## src/rtl/fpu_operand_pair_rt.sv

```systemverilog
`default_nettype none
// +------------------------------------------------------------------------+
// | fpu_operand_pair_rt: pairs a word stream into tagged A/B operand pairs.|
// | Optional feature macro: FPU_PAIR_FLUSH_EN (adds the flush input).      |
// | Revision: 1.0                                                          |
// +------------------------------------------------------------------------+
module fpu_operand_pair_rt #(
   parameter int WIDTH = 32,
   parameter int TAGW  = 4
) (
   input  logic             clk,
   input  logic             rst,
   input  logic             in_vld,
   input  logic [WIDTH-1:0] in_data,
   output logic             in_rdy,
   output logic             out_vld,
   output logic [WIDTH-1:0] out_a,
   output logic [WIDTH-1:0] out_b,
   output logic [TAGW-1:0]  out_tag,
   input  logic             out_rdy
`ifdef FPU_PAIR_FLUSH_EN
   ,
   input  logic             flush
`endif
);

`ifndef FPU_PAIR_FLUSH_EN
   logic flush;
   assign flush = 1'b0;
`endif

   typedef enum logic [1:0] {
      S_EMPTY  = 2'd0,
      S_HALF   = 2'd1,
      S_PAIR   = 2'd2,
      S_PAIR_A = 2'd3
   } state_t;

   state_t           state_q, state_d;
   logic [WIDTH-1:0] a_q, a_d;
   logic [WIDTH-1:0] b_q, b_d;
   logic [WIDTH-1:0] nxt_q, nxt_d;
   logic [TAGW-1:0]  tag_q, tag_d;
   logic             acc;
   logic             hs;

   // in_rdy depends on state, flush and rst only, never on in_vld/in_data.
   assign in_rdy  = !rst && !flush && (state_q != S_PAIR_A);
   assign out_vld = (state_q == S_PAIR) || (state_q == S_PAIR_A);
   assign out_a   = a_q;
   assign out_b   = b_q;
   assign out_tag = tag_q;
   assign acc     = in_vld && in_rdy;
   assign hs      = out_vld && out_rdy;

   always_comb begin
      state_d = state_q;
      a_d     = a_q;
      b_d     = b_q;
      nxt_d   = nxt_q;
      tag_d   = hs ? tag_q + {{(TAGW-1){1'b0}}, 1'b1} : tag_q;
      case (state_q)
         S_EMPTY: begin
            if (acc) begin
               a_d     = in_data;
               state_d = S_HALF;
            end
         end
         S_HALF: begin
            if (flush) begin
               state_d = S_EMPTY;
            end else if (acc) begin
               b_d     = in_data;
               state_d = S_PAIR;
            end
         end
         S_PAIR: begin
            if (hs && acc) begin
               a_d     = in_data;
               state_d = S_HALF;
            end else if (hs) begin
               state_d = S_EMPTY;
            end else if (acc) begin
               nxt_d   = in_data;
               state_d = S_PAIR_A;
            end
         end
         S_PAIR_A: begin
            // A flush drops only the staged A; the held pair survives.
            if (hs && flush) begin
               state_d = S_EMPTY;
            end else if (hs) begin
               a_d     = nxt_q;
               state_d = S_HALF;
            end else if (flush) begin
               state_d = S_PAIR;
            end
         end
         default: state_d = S_EMPTY;
      endcase
   end

   always_ff @(posedge clk) begin
      if (rst) begin
         state_q <= S_EMPTY;
         a_q     <= '0;
         b_q     <= '0;
         nxt_q   <= '0;
         tag_q   <= '0;
      end else begin
         state_q <= state_d;
         a_q     <= a_d;
         b_q     <= b_d;
         nxt_q   <= nxt_d;
         tag_q   <= tag_d;
      end
   end

endmodule
`default_nettype wire

```

## config.mk

```make
export PLATFORM = sky130hd
export DESIGN_NAME = fpu_operand_pair_rt
export DESIGN_NICKNAME = d
export VERILOG_FILES = /design/src/rtl/fpu_operand_pair_rt.sv
export SDC_FILE = /design/constraint.sdc
export NUM_CORES = 1
export LEC_CHECK = 0
export CAP_MARGIN = 20
export CORE_MARGIN = 8
export CORE_UTILIZATION = 44
export DETAILED_ROUTE_END_ITERATION = 12
export GPL_TIMING_DRIVEN = 0
export PLACE_DENSITY_LB_ADDON = 0.08
export SYNTH_ARGS = -nofsm -noshare
export SYNTH_HDL_FRONTEND = slang
export SYNTH_SLANG_ARGS = --single-unit
```

## constraint.sdc

```tcl
create_clock -name clk -period 2.1 [get_ports clk]
set_input_delay 0.315 -clock clk [delete_from_list [all_inputs] [get_ports clk]]
set_output_delay 0.315 -clock clk [all_outputs]
set_load 0.05 [all_outputs]
```

==> results.json <==
{
  "status": "complete, no violations",
  "drc": 0,
  "drv_slew": 0,
  "via_count": 3613,
  "postSynthRegisterBits": 102,
  "max-vdd-ir-drop_v": 0.000411,
  "slew_headroom": 0.501,
  "grt_usage": 0.172,
  "ff_latch_area_um2": 2050,
  "routed_wl_um": 11200,
  "dp.cells": 689,
  "synth_xor_area_frac": 0.00647,
  "cp.arrival_ns": 1.71,
  "multi_input_area_um2": 1870,
  "syn_to_final_growth_pct": 38.0,
  "cp_max_fo": 4,
  "placed_area_um2": 5240,
  "synthAdderAreaFrac": 0.0216,
  "diodes": 0,
  "cap_violations": 0,
  "clk_pin_slew_ns": 0.10,
  "slowest_stage": "dfxtp_4",
  "endpoint_kind": "output pin",
  "grt_pass1_wl_um": 17700,
  "crit_path_max_incr_delay_ns": 0.37,
  "fin_tns_setup_ns": 0,
  "synth-compound-area-share": 0.196,
  "synthCells": 474,
  "synth.cell_area_um2": 4060,
  "ys_seq_area_frac": 0.502,
  "cts_made_buffers": 9,
  "crit_type": "reg2out",
  "die_y_um": 112,
  "ant_nets": 0,
  "hp-class": "reg2reg",
  "dieArea_um2": 12600,
  "die_w_um": 112,
  "drive_above_1_share": 0.0962,
  "yosys_warnings": 0,
  "dr.first_iter.drc_count": 147,
  "setup_ws_ns": 0.0723,
  "max_freq_ghz": 0.493,
  "io_pins": 106,
  "final_cells": 714,
  "grt-ovfl-total": 0,
  "rows": 35,
  "initial_core_util": 0.446,
  "startpoint_type": "flop",
  "insertion_delay_ns": 0.35,
  "layout.nets": 642,
  "yosys.area_share.simple": 0.146,
  "antenna_found_initial": 0,
  "htree_levels": 3,
  "drtPass1Iterations": 4,
  "final_area_um2": 5610,
  "clock-sinks": 102,
  "fin_crit_sh": 0.966,
  "synth_top_family_by_area": "compound AO/OA/AOI/OAI gates",
  "vias_per_cell": 5.06,
  "fillers": 851,
  "synthMuxAreaShare": 0.0813,
  "max-clock-path-buffers": 2,
  "finalSetupViolations": 0,
  "power_density_nw_per_um2": 882,
  "ctsRootBufferMaster": "clkbuf_8",
  "io_buffers": 104,
  "gp_congestion": 0.773,
  "timing.final.hold_violations": 0,
  "synth.avg_cell_area_um2": 8.57,
  "tightestPinTransition_ns": 0.748,
  "synth_cell_types": 27,
  "grt_max_degree": 17,
  "fin_crit_ns": 2.03,
  "coreArea_um2": 9110,
  "pre_cts_slack_ns": -0.459,
  "cts_tree": "done",
  "syn-num-nets": 517,
  "place_hpwl_um": 8250,
  "path_cells": "buf_4 -> ha_1 -> or2_2 -> clkdlybuf4s15_2",
  "cp_data_required_time_ns": 1.78,
  "wl_per_cell_um": 15.6,
  "grt_pass1_vias": 3475,
  "p_leak_uw": 0.00187,
  "skew_ns": 0.0108
}
-- registers in the layout, summed over array words and instances, names as in the netlist --
name,cells
nxt_q,32
out_a,32
out_b,32
out_tag,4
state_q,2
-- critical path: cells and delay by family (launching register included) --
kind | cells | cell delay [ns]
buffers and inverters | 2 | 0.46
DFF | 1 | 0.37
and+or+nand+nor | 1 | 0.30
adders and majority gates | 1 | 0.23
-- path summary, 6_finish.rpt --
path                                start                     end  slack, ns  cells past startpoint
setup / recovery  state_q[0]$_SDFFE_PP0P_                 out_vld       0.07                      4
hold / removal     nxt_q[18]$_SDFFE_PP0P_  nxt_q[18]$_SDFFE_PP0P_       0.46                      2
setup reg to reg  state_q[0]$_SDFFE_PP0P_  out_a[11]$_SDFFE_PP0P_       0.10                      7
hold reg to reg    nxt_q[18]$_SDFFE_PP0P_  nxt_q[18]$_SDFFE_PP0P_       0.46                      2
-- synth_stat cells --
library cell	n	area share
a211oi_1	32	0.059
a211oi_4	1	0.0049
a21oi_1	97	0.12
a32o_1	2	0.0049
and2_1	3	0.0046
buf_1	1	0.00092
buf_2	4	0.0049
buf_4	6	0.011
clkbuf_1	29	0.027
dfxtp_1	102	0.50
ha_1	7	0.022
inv_1	3	0.0028
mux2i_1	33	0.081
nand2_1	132	0.12
nand2b_1	1	0.0015
nand4_1	1	0.0015
nor2_1	8	0.0074
nor2b_1	2	0.0031
nor3b_1	1	0.0018
o21a_1	1	0.0018
o21ai_0	1	0.0012
o21ai_2	1	0.0022
o31ai_1	1	0.0018
or2_2	1	0.0015
or3b_4	1	0.0028
xnor2_1	1	0.0022
xor2_1	2	0.0043
-- layout make-up --
cell class | instances | share of cell area
inverter | 3 | 0.00201
multi-input combinational | 329 | 0.333
tap | 111 | 0.0248
clock buffer | 11 | 0.0270
clock inverter | 4 | 0.00558
buffer | 35 | 0.0317
timing repair buffer | 119 | 0.210
sequential | 102 | 0.365
-- logic make-up after synthesis --
logic type,after synthesis
simple gates,150
fa+ha+maj,7
buf+inv,43
compound gates,136
flops,102
xor+xnor,3
mux,33
-- layout by cell type, fill, tap and decap left out, types with 3 or more instances in the layout --
master / count
nand2_1: 132
clkdlybuf4s50_1: 102
dfxtp_1: 100
a21oi_1: 97
mux2i_1: 33
a211oi_1: 31
clkbuf_1: 21
clkbuf_8: 11
buf_4: 10
buf_6: 9
nor2_1: 8
clkbuf_2: 6
ha_1: 5
inv_1: 3
clkbuf_4: 3
clkinvlp_4: 3
-- through the flow --
| stage | utilization | power [uW] | hold slack (ns) |
|---|---|---|---|
| 6_report | 0.616 | 4950 | 0.456 |
| 5_1_grt | 0.616 | 5180 | 0.478 |
| 4_1_cts | 0.611 | 4980 | 0.458 |
| 3_5_place_dp | 0.576 | 3740 | 0.446 |
| 3_3_place_gp | 0.576 | 3720 | 0.441 |
| 2_1_floorplan | - | 3210 | 0.436 |
-- repair_timing --
| action | 4_1_cts | 5_1_grt |
|---|---|---|
| pin swaps | 6 | 3 |
| gates resized for setup | 34 | 15 |
| setup buffers | 10 | 2 |
| endpoints found under the setup margin | 94 | 70 |
| hold buffers | 0 | 0 |
| gates cloned | 3 | 0 |
-- routing by layer --
layer	up-vias	global-route usage	routed length, um
met5	-	0	0
met4	0	0.0459	80
met3	7	0.0424	653
met2	81	0.298	5450
met1	1665	0.208	4990
li1	1860	-	-
-- report_power, final --
part | internal [uW] | leakage (uW) | total, uW | switching (uW)
Clock | 494 | 0.0000841 | 1140 | 649
Combinational | 617 | 0.000956 | 1610 | 998
Sequential | 2100 | 0.000831 | 2190 | 91.3
No activity file was read; power rests on OpenSTA's default activity.
